[config.mk]
export PLATFORM = sky130hd
export DESIGN_NAME = mem_issue_queue
export DESIGN_NICKNAME = d
export VERILOG_FILES = /design/src/rtl/mem_issue_queue_pkg.sv /design/src/rtl/memq_oldest_pick.sv /design/src/rtl/mem_issue_queue.sv
export SDC_FILE = /design/constraint.sdc
export NUM_CORES = 1
export LEC_CHECK = 0
export BUFFER_PORTS_ARGS = -buffer_cell sky130_fd_sc_hd__buf_2
export CAP_MARGIN = 40
export CORE_MARGIN = 1.5
export CORE_UTILIZATION = 55
export DETAILED_ROUTE_END_ITERATION = 8
export PLACE_DENSITY = 0.77
export SYNTH_ARGS = -nofsm -noshare
export SYNTH_HDL_FRONTEND = slang
export SYNTH_SLANG_ARGS = --single-unit
[constraint.sdc]
create_clock -name clk -period 20.8 [get_ports clk]
set_clock_uncertainty 0.15 [all_clocks]
set_input_delay 2.08 -clock clk [delete_from_list [all_inputs] [get_ports clk]]
set_output_delay 2.08 -clock clk [all_outputs]
set_load 0.1 [all_outputs]
[src/rtl/mem_issue_queue_pkg.sv]
// Shared types for the memory-op issue queue: op encodings, the dispatched
// op payload, the per-entry record and the ROB age helper.
package mem_issue_queue_pkg;

  localparam int MEMQ_PREG_W = 7;
  localparam int MEMQ_ROB_W  = 5;

  localparam logic [6:0] OP_LOAD  = 7'b0000011;
  localparam logic [6:0] OP_STORE = 7'b0100011;

  typedef struct packed {
    logic [6:0]             Opcode;
    logic [MEMQ_PREG_W-1:0] ps1;
    logic [MEMQ_PREG_W-1:0] ps2;
    logic [MEMQ_PREG_W-1:0] pd;
    logic [31:0]            imm;
    logic [MEMQ_ROB_W-1:0]  rob_index;
  } rs_data;

  typedef struct packed {
    logic   valid;
    rs_data data;
    logic   rdy1;
    logic   rdy2;
  } memq_entry_t;

  // Distance from the ROB head; the ROB tag space wraps, so a plain modular
  // subtract gives an ordering where smaller means older.
  function automatic logic [MEMQ_ROB_W-1:0] rob_age(input logic [MEMQ_ROB_W-1:0] tag,
                                                    input logic [MEMQ_ROB_W-1:0] head);
    return tag - head;
  endfunction

endpackage

[src/rtl/memq_oldest_pick.sv]
// Oldest-eligible picker: scans DEPTH eligible bits and returns the index of
// the one with the smallest age. ROB tags are unique, so ties cannot occur.
module memq_oldest_pick #(
  parameter  int DEPTH = 8,
  parameter  int AGE_W = 5,
  localparam int IDX_W = $clog2(DEPTH)
) (
  input  logic [DEPTH-1:0]            elig_i,
  input  logic [DEPTH-1:0][AGE_W-1:0] age_i,
  output logic                        found_o,
  output logic [IDX_W-1:0]            idx_o
);

  logic [AGE_W-1:0] best;

  // Linear min-age scan over the eligible entries
  always_comb begin
    found_o = 1'b0;
    idx_o   = '0;
    best    = '0;
    for (int i = 0; i < DEPTH; i++) begin
      if (elig_i[i] && (!found_o || age_i[i] < best)) begin
        found_o = 1'b1;
        idx_o   = IDX_W'(i);
        best    = age_i[i];
      end
    end
  end

endmodule

[src/rtl/mem_issue_queue.sv]
// Reservation station for load/store micro-ops feeding fu_mem. Holds ops
// until their sources are ready (with writeback wakeup), issues the oldest
// ready op under fu_mem backpressure, and squashes younger ops on mispredict.
// Optional: define MEMQ_STORE_ORDER_EN to hold a load while any older store
// is still resident in the queue.
module mem_issue_queue
  import mem_issue_queue_pkg::*;
#(
  parameter int DEPTH  = 8,
  parameter int NUM_WB = 3,
  parameter int PREG_W = MEMQ_PREG_W,
  parameter int ROB_W  = MEMQ_ROB_W
) (
  input  logic                          clk,
  input  logic                          reset,
  input  logic                          disp_valid,
  input  rs_data                        disp_data,
  input  logic                          disp_ps1_rdy,
  input  logic                          disp_ps2_rdy,
  output logic                          disp_ready,
  input  logic [NUM_WB-1:0]             wb_valid,
  input  logic [NUM_WB-1:0][PREG_W-1:0] wb_tag,
  input  logic                          fu_mem_ready,
  output logic                          issued,
  output rs_data                        data_out,
  input  logic [ROB_W-1:0]              rob_head,
  input  logic                          mispredict,
  input  logic [ROB_W-1:0]              mispredict_tag
);

  localparam int IDX_W = $clog2(DEPTH);

  memq_entry_t [DEPTH-1:0]            ent_q, ent_d;
  logic        [DEPTH-1:0]            free_vec;
  logic        [DEPTH-1:0]            elig;
  logic        [DEPTH-1:0]            older_st;
  logic        [DEPTH-1:0][ROB_W-1:0] age;
  logic        [IDX_W-1:0]            alloc_idx;
  logic        [IDX_W-1:0]            sel_idx;
  logic                               sel_found;
  logic        [ROB_W-1:0]            flush_age;
  logic                               disp_kill;

  // Source is usable now: tag 0 is hardwired ready, otherwise any writeback hit
  function automatic logic src_wake(input logic [PREG_W-1:0]             tag,
                                    input logic [NUM_WB-1:0]             v,
                                    input logic [NUM_WB-1:0][PREG_W-1:0] t);
    logic h;
    h = (tag == '0);
    for (int w = 0; w < NUM_WB; w++) h = h | (v[w] && t[w] == tag);
    return h;
  endfunction

  // Per-entry ages, free map and lowest free slot
  always_comb begin
    free_vec  = '0;
    alloc_idx = '0;
    for (int i = 0; i < DEPTH; i++) begin
      age[i]      = rob_age(ent_q[i].data.rob_index, rob_head);
      free_vec[i] = !ent_q[i].valid;
    end
    for (int i = DEPTH - 1; i >= 0; i--) begin
      if (free_vec[i]) alloc_idx = IDX_W'(i);
    end
  end

`ifdef MEMQ_STORE_ORDER_EN
  // Flag entries that have an older store still resident ahead of them
  always_comb begin
    older_st = '0;
    for (int i = 0; i < DEPTH; i++) begin
      for (int j = 0; j < DEPTH; j++) begin
        if (ent_q[j].valid && ent_q[j].data.Opcode == OP_STORE && age[j] < age[i])
          older_st[i] = 1'b1;
      end
    end
  end
`else
  assign older_st = '0;
`endif

  // Eligibility: loads need only ps1, everything else needs both sources
  always_comb begin
    elig = '0;
    for (int i = 0; i < DEPTH; i++) begin
      if (ent_q[i].data.Opcode == OP_LOAD)
        elig[i] = ent_q[i].valid && ent_q[i].rdy1 && !older_st[i];
      else
        elig[i] = ent_q[i].valid && ent_q[i].rdy1 && ent_q[i].rdy2;
    end
  end

  memq_oldest_pick #(.DEPTH(DEPTH), .AGE_W(ROB_W)) u_pick (
    .elig_i  (elig),
    .age_i   (age),
    .found_o (sel_found),
    .idx_o   (sel_idx)
  );

  assign disp_ready = |free_vec;
  assign issued     = sel_found && fu_mem_ready && !mispredict;
  assign data_out   = sel_found ? ent_q[sel_idx].data : '0;
  assign flush_age  = rob_age(mispredict_tag, rob_head);
  assign disp_kill  = mispredict && (rob_age(disp_data.rob_index, rob_head) > flush_age);

  // Next entry state: wakeup, dequeue on issue, flush, then allocation
  always_comb begin
    ent_d = ent_q;
    for (int i = 0; i < DEPTH; i++) begin
      if (ent_q[i].valid) begin
        if (src_wake(ent_q[i].data.ps1, wb_valid, wb_tag)) ent_d[i].rdy1 = 1'b1;
        if (src_wake(ent_q[i].data.ps2, wb_valid, wb_tag)) ent_d[i].rdy2 = 1'b1;
        if (issued && sel_idx == IDX_W'(i))                ent_d[i].valid = 1'b0;
        if (mispredict && age[i] > flush_age)              ent_d[i].valid = 1'b0;
      end else if (disp_valid && disp_ready && !disp_kill && alloc_idx == IDX_W'(i)) begin
        ent_d[i].valid = 1'b1;
        ent_d[i].data  = disp_data;
        ent_d[i].rdy1  = disp_ps1_rdy || src_wake(disp_data.ps1, wb_valid, wb_tag);
        ent_d[i].rdy2  = disp_ps2_rdy || src_wake(disp_data.ps2, wb_valid, wb_tag);
      end
    end
  end

  // Entry storage, cleared asynchronously
  always_ff @(posedge clk or negedge reset) begin
    if (!reset) ent_q <= '0;
    else        ent_q <= ent_d;
  end

endmodule

# --- Word level (Yosys, flattened, before mapping) ---
# Index checks and enable logic that the tools add are counted.
word_totals:
  mem_bits_rw: 0
  regBits: 544
  mem_count: 0
  input_bits: 106
  romBits: 0
  output_inout_bits: 67
  word_cells: 535
  latch_bits: 0
op_classes:
  mul: 0
  add_sub_neg: 10
  bitwise: 62
  shifts: 0
  n_eq_ne: 92
  n_div: 0
  muxes: 97
  order_cmp: 17
  n_reduce_logical: 185
ops:
  columns: ["op", "count"]
  rows:
  - ["68-bit two-way mux", 8]
  - ["7-bit == test", 54]
  - ["68-bit binary-select mux with 3-bit select", 1]
  - ["7-bit logical NOT", 18]
  - ["1-bit logical AND", 106]
  - ["67-bit two-way mux", 1]
  - ["65-bit two-way mux", 1]
  - ["1-bit two-way mux", 57]
  - ["7-bit by 2-bit == test with 1-bit output (second input constant)", 8]
  - ["1-bit OR", 54]
  - ["5-bit subtractor", 10]
  - ["2-bit AND reduction", 24]
  - ["5-bit greater-than comparator", 9]
  - ["3-bit two-way mux", 12]
  - ["5-bit < comparator", 7]
  - ["5-bit two-way mux", 7]
  - ["2-bit by 1-bit != test with 1-bit output (second input constant)", 16]
  - ["3-bit == test (second input constant)", 8]
  - ["2-bit two-way mux", 10]
  - ["1-bit logical NOT", 17]
  - ["2-bit nonzero test", 8]
  - ["3-bit by 2-bit == test with 1-bit output (second input constant)", 4]
  - ["1-bit logical OR", 9]
  - ["1-bit NOT", 8]
  - ["other kinds (4)", 6]

# --- Depth between registers and ports, before layout ---
# Gate-level depths: netlist (run 1).
logic_depth:
  ltp_word: 38
  depth_mapped: 80
  depth_no_buf: 72

# --- Cells and area by module ---
# Synthesis (run 1) repeated with hierarchy kept, for this count alone.
hier_totals:
  hier_cells: 2889
  hier_area_um2: 34335.4
by_module_without_submodules:
  columns: ["module", "cells_per_inst", "seq_area_each_um2", "area_per_inst_um2", "instances"]
  rows:
  - ["mem_issue_queue", 2663, 13613.1, 32626.3, 1]
  - ["memq_oldest_pick", 226, 0.0, 1709.1, 1]

# --- Worst setup path after synthesis (run 1) ---
# No wires, ideal clock.
synth_path:
  path_kind: "input-to-output"
  startpoint: "input rob_head[1]"
  endpoint: "output data_out[62] in the netlist's numbering"
  required_time_ns: 18.570
  arrival_time_ns: 17.343
  slack_ns: 1.227
  n_path_buf: 7
  stages: 72
  path_cell_list: "inv_1 -> ha_1 -> a21o_1 -> a21oi_1 -> xnor2_1 -> nand2_1 -> ha_1 -> o21a_1 -> a21oi_1 -> o21ai_0 -> a21boi_1 -> nand2_1 -> o21ai_0 -> inv_1 -> ha_1 -> a21o_1 -> a21o_1 -> a21oi_1 -> [36 not listed] -> o21ai_0 -> o31ai_1 -> a21oi_1 -> buf_4 -> clkbuf_1 -> nor2_1 -> a21o_1 -> ha_1 -> a21o_1 -> a21o_1 -> a211oi_1 -> o21ai_0 -> a21oi_1 -> a211o_1 -> o32a_1 -> clkbuf_1 -> nor2_1 -> o31ai_1"
synth_lines:
  columns: ["element", "line", "source"]
  rows:
  - ["start, declared", "mem_issue_queue.sv:26", "input logic [ROB_W-1:0] rob_head,"]
  - ["end, declared", "mem_issue_queue.sv:25", "output rs_data data_out,"]

==> impl_metrics.yaml, run 1 <==
run_status:
  status: "finished, final reports clean"
setup_path:
  slowest_stage: "a211oi_4"
  worst_ep_required_time_ns: 18.57
  cp-start-kind: "primary input"
  worstRegToRegCells: 65
  worstPathArrival_ns: 17.60
  path_max_fanout: 26
  cp_num_buf_inv: 8
  slowest_delay_ns: 0.51
  cp_num_cells: 71
  worstSetupPathType: "in -> out"
  worstSetupEndpointType: "output pin"
  path_common_cell: "a21o_1"
  crit_family: "compound AO/OA/AOI/OAI gates"
route:
  wire_per_inst_um: 25.2
  viasPerCell: 6.62
  routed_wl_mm: 104
  drc: 0
  drtIter0Drc: 2646
  num_vias: 27200
  antenna_left: 0
  dr.pass1.iters: 6
synthesis:
  syn_avg_cell_area_um2: 10.1
  ys_ff_latch: 544
  synth_edf_count: 0
  syn_nets: 3567
  yosysSeqAreaShare_pct: 40.3
  synthCells: 3338
  yosys_warnings: 0
  yosysUniqueCellTypes: 76
  syn_area_mm2: 0.0337
  async_flop_share_pct: 100
  synth_ff_type: "dfrtp_1"
layout:
  reg_top3: "ent_q x544"
  drive_gt1_share_pct: 24.3
  final_cell_mix: "dfrtp_1 (544), mux2_2 (451), xnor2_1 (275)"
  final_common_cell: "dfrtp_1"
  largest_register_ffs: 544
  area_growth_pct: 12.6
  nets: 3513
  fill_cells: 4611
  regMostFlops: "ent_q"
  fin_area_mm2: 0.0380
place:
  numPortBuffers: 172
  gp_congestion: 0.937
  post_dp_cell_area_mm2: 0.0359
  dp_hpwl_mm: 64.9
die:
  die_area_mm2: 0.0629
  io-pin-count: 173
  core_mm2: 0.0605
  initial_utilization_pct: 55.8
  fp-row-count: 90
  die_y_um: 251
  fp.dieW_um: 251
global_routing:
  busiest_layer: "met2"
  grt_pass1_vias: 26900
  grt_pass1_wl_mm: 159
  track_usage_pct: 32.5
  antenna_found_initial: 12
  overflow: 0
  gr-usage-met1_pct: 42.7
  met3_usage_pct: 7.33
  grt_max_degree: 168
  use_met2_pct: 51.0
power_and_ir_drop:
  p_int_mw: 3.00
  cellPowerDensity_mw_per_mm2: 136
  p_clk_share_pct: 21.0
  p_comb_share_pct: 46.3
  power.switching_mw: 2.16
  power_mw: 5.16
  peakVddDrop_uv: 115
  p_seq_share_pct: 32.6
  leakage_nw: 17.1
  switching_share_pct: 41.9
timing:
  slew_viol_final: 0
  min_period_ns: 19.83
  min_period_over_period_pct: 95.4
  tightest_slew_ns: 0.980
  slew_headroom_pct: 34.0
  setup_viol: 0
  hold_violations: 0
  max_clock_freq_mhz: 50.4
  hold_ws_ns: 0.351
clock_tree:
  cts-htree-levels: 2
  worstSkewPairLatency_ns: 0.68
  numCtsBuffers: 58
  cts_tree: "built"
  clk_pin_slew_ns: 0.06
  cts-root-buf: "clkbuf_16"
  clock-sinks: 544
  cts_buffer_depth: 3
flow_run:
  cap_violations: 0
worst_hold_path:
  min_delay_path_depth: 2
  hold_class: "reg -> reg"
cells in the mapped netlist, drive strengths merged, types with 74 or more instances:
cell type / number / area [µm²]
inv: 105 / 394
o21ai: 234 / 1190
dfrtp: 544 / 13600
nand3: 120 / 606
xnor2: 275 / 2410
mux2: 451 / 5080
o211ai: 76 / 584
buf: 107 / 532
clkbuf: 235 / 900
xor2: 143 / 1250
ha: 113 / 1410
nand4: 139 / 870
nor2: 74 / 280
nand2: 238 / 896
through the flow:
stage	cells	worst slack [ns]	setup TNS (ns)	utilization (%)
floorplan	3338	1.23	0	-
global placement	3988	1.58	0	58.9
detailed placement	4004	1.27	0	59.4
CTS	4109	1.16	0	62.8
global route	4115	-0.0273	-0.0273	62.8
finish	4117	0.966	0	62.8
cell type report:
cell class / count / area [µm²] / share of cell area (%)
diodes: 6 / 15.0 / 0.0395
clock buffers: 82 / 1680 / 4.43
clock inverters: 23 / 340 / 0.896
inverters: 106 / 398 / 1.05
multi-input cells: 2348 / 18500 / 48.6
flip-flops and latches: 544 / 13600 / 35.8
well taps: 782 / 978 / 2.57
repair buffers: 226 / 2500 / 6.59
final timing paths:
| path | endpoint | slack, ns | startpoint |
|---|---|---|---|
| max | data_out[3] | 0.97 | rob_head[0] |
| min | ent_q[342]$_DFFE_PN0P_ | 0.35 | ent_q[342]$_DFFE_PN0P_ |
| max reg2reg | ent_q[67]$_DFF_PN0_ | 5.28 | ent_q[63]$_DFFE_PN0P_ |
| min reg2reg | ent_q[342]$_DFFE_PN0P_ | 0.35 | ent_q[342]$_DFFE_PN0P_ |
| max in group asynchronous | ent_q[503]$_DFFE_PN0P_ | 17.81 | reset |
| min in group asynchronous | ent_q[479]$_DFFE_PN0P_ | 1.28 | reset |
kinds of logic (layout without fill, tap and decap cells):
group	after synthesis	in the layout	synth area share (%)
mux	465	465	15.5
simple gates	725	725	10.7
compound gates	615	617	12.4
other cells	0	6	0
fa+ha+maj	123	123	4.78
flops	544	544	40.3
buf+inv	448	437	5.42
xor+xnor	418	418	10.8
per-layer routing:
layer  vias up  share of wire [%]
li1      11800                  -
met1     13500                 40
met2      1460                 45
met3       394                9.9
met4        14                4.9
met5         -              0.091
power groups by stage:
stage	logic [mW]	clock network, mW	registers, mW
floorplan	1.80	0	1.50
global placement	2.29	0	1.68
detailed placement	2.35	0	1.69
CTS	2.37	1.10	1.67
global route	2.56	1.14	1.72
finish	2.39	1.09	1.68
tightest hold or removal path, stage by stage, from the launching register on:
cell,delay [ns]
dfrtp_1,0.35
nand2_1,0.05
o21ai_0,0.06
repair_timing:
| action | 4_1_cts | 5_1_grt |
|---|---|---|
| resized for setup | 0 | 2 |
| hold buffers | 0 | 0 |
| setup buffers | 0 | 0 |
| endpoints found under the setup margin | 0 | 49 |
| endpoints found under the hold margin | 0 | 0 |
Power figures use the tool's default switching activity.
==> run 2, diff against run 1 <==
--- a/config.mk
+++ b/config.mk
@@ -10,7 +10,7 @@
 export CORE_MARGIN = 1.5
 export CORE_UTILIZATION = 55
 export DETAILED_ROUTE_END_ITERATION = 8
-export PLACE_DENSITY = 0.77
+export PLACE_DENSITY = 0.8
 export SYNTH_ARGS = -nofsm -noshare
 export SYNTH_HDL_FRONTEND = slang
 export SYNTH_SLANG_ARGS = --single-unit
==> constraint.sdc (replaced) <==
create_clock -name clk -period 17.55 [get_ports clk]
set_clock_uncertainty 0.15 [all_clocks]
set_input_delay 1.755 -clock clk [delete_from_list [all_inputs] [get_ports clk]]
set_output_delay 1.755 -clock clk [all_outputs]
set_load 0.1 [all_outputs]
==> run 2 against run 1 <==
- worst hold slack barely moved
- count of clock-buffer cells in the layout unchanged
- register-to-register slack got worse by 2.0 ns
- combinational power is 24% higher
- routed wire length rose by 2.6%
- sequential power increased by 19%
- final cell count is 1.1% higher
- total power grew 21%
- largest cell class unchanged
- highest routed layer unchanged
==> impl_metrics.yaml, run 2 (synthesized netlist as in run 1, its figures left out) <==
route:
  dr.pass1.iters: 6
  antenna_left: 0
  drc: 0
  num_vias: 27800
  viasPerCell: 6.68
  routed_wl_mm: 106
  wire_per_inst_um: 25.6
  drtIter0Drc: 3243
setup_path:
  crit_family: "compound AO/OA/AOI/OAI gates"
  worstSetupEndpointType: "output pin"
  worstSetupPathType: "in -> out"
  worstRegToRegCells: 62
  path_common_cell: "a21o_1"
  r2r_slack_ns: 3.28
  path_max_fanout: 32
  cp-start-kind: "primary input"
  slowest_stage: "o32ai_4"
  startpoint: "rob_head[1]"
  worst_ep_required_time_ns: 15.65
  r2r-end: "ent_q[203]$_DFF_PN0_"
  slowest_delay_ns: 0.54
  critPathCapture: "data_out[0]"
  worstPathArrival_ns: 15.30
  cp_num_buf_inv: 6
  reg2reg_from: "ent_q[63]$_DFFE_PN0P_"
  cp_num_cells: 68
layout:
  reg_top3: "ent_q x544"
  fin_area_mm2: 0.0387
  fill_cells: 4518
  final_common_cell: "dfrtp_1"
  nets: 3555
  regMostFlops: "ent_q"
  largest_register_ffs: 544
  drive_gt1_share_pct: 26.9
  area_growth_pct: 14.8
  seq_area_mm2: 0.0136
  multi_input_area_mm2: 0.0188
  final_cell_mix: "dfrtp_1 (544), mux2_2 (451), xnor2_1 (275)"
global_routing:
  grt_pass1_vias: 27500
  grt_pass1_wl_mm: 162
  grt_max_degree: 117
  track_usage_pct: 33.0
  antenna_found_initial: 13
  overflow: 0
die:
  die_area_mm2: 0.0629
  initial_utilization_pct: 55.8
  fp.dieW_um: 251
  die_y_um: 251
  io-pin-count: 173
  fp-row-count: 90
  core_mm2: 0.0605
timing:
  hold_ws_ns: 0.351
  tightest_slew_ns: 0.967
  min_period_ns: 17.21
  setup_viol: 0
  max_clock_freq_mhz: 58.1
  hold_violations: 0
  setup-tns-final_ns: 0
  slew_headroom_pct: 34.9
  min_period_over_period_pct: 98.0
  fin_ws_ns: 0.344
  rsz0062_at_grt: "yes"
  slew_viol_final: 0
clock_tree:
  clk_pin_slew_ns: 0.06
  cts_buffer_depth: 3
  ctsHoldBuffers: 0
  cts-htree-levels: 2
  clock-sinks: 544
  worstSkewPairLatency_ns: 0.65
  cts_tree: "built"
  cts-root-buf: "clkbuf_16"
  numCtsBuffers: 57
place:
  numPortBuffers: 172
  dp_hpwl_mm: 64.9
  post_dp_cell_area_mm2: 0.0362
  gp_congestion: 0.951
  pre_cts_ws_ns: -0.424
power_and_ir_drop:
  peakVddDrop_uv: 127
  power_mw: 6.24
  leakage_nw: 17.3
  cellPowerDensity_mw_per_mm2: 161
run_status:
  status: "finished, final reports clean"
flow_run:
  cap_violations: 0
worst_hold_path:
  min_from: "ent_q[88]$_DFFE_PN0P_"
  hold_class: "reg -> reg"
==> run 2: cell types whose count changed in the layout (fill, tap and decap cells not counted), moves of 4 or more <==
cell / previous run / this run
clkinv_4: 6 / 0
nand2_1: 235 / 204
clkinv_2: 5 / 15
buf_6: 0 / 4
buf_4: 38 / 67
buf_12: 71 / 76
nand2_2: 1 / 31
==> run 2: worst min path at each step <==
stage,end,slack [ns],cells after the start
final,ent_q[88]$_DFFE_PN0P_,0.35,1
after global routing,ent_q[86]$_DFFE_PN0P_,0.36,1
after CTS,ent_q[86]$_DFFE_PN0P_,0.35,1
after detailed placement,ent_q[93]$_DFFE_PN0P_,0.34,1
after global placement,ent_q[342]$_DFFE_PN0P_,0.32,2
after floorplan,ent_q[342]$_DFFE_PN0P_,0.30,2
==> run 2: final cells by class <==
class / instances / share of cell area [%]
inverters: 106 / 1.04
flip-flops and latches: 544 / 35.1
diodes: 6 / 0.0388
repair buffers: 268 / 7.64
multi-input cells: 2349 / 48.4
clock inverters: 26 / 0.872
clock buffers: 82 / 4.31
well taps: 782 / 2.53
==> run 2: routing by layer <==
metal  up-vias  track usage (%)  share of wire [%]
met5         -                0               0.11
met4        16             15.8                5.1
met3       426             7.36                 11
met2      1641             51.0                 45
met1     13800             44.0                 39
li1      11900                -                  -
==> run 2: where the power goes <==
group / switching, mW / internal [mW] / total (mW)
Sequential: 0.366 / 1.63 / 2.00
Clock: 0.539 / 0.740 / 1.28
Combinational: 1.73 / 1.23 / 2.96
Total: 2.64 / 3.60 / 6.24
==> run 2: per-stage QoR <==
| stage | instances | util, % |
|---|---|---|
| 2_1_floorplan | 3338 | - |
| 3_3_place_gp | 4003 | 59.3 |
| 3_5_place_dp | 4019 | 59.9 |
| 4_1_cts | 4131 | 63.4 |
| 5_1_grt | 4161 | 64.0 |
| 6_report | 4163 | 64.0 |
==> run 2: what timing repair did <==
item                                    in CTS  in global routing
endpoints found under the setup margin      65                 65
gates resized for setup                      7                 34
pin swaps                                    2                 16
gates cloned                                 1                  6
setup buffers                                3                 20
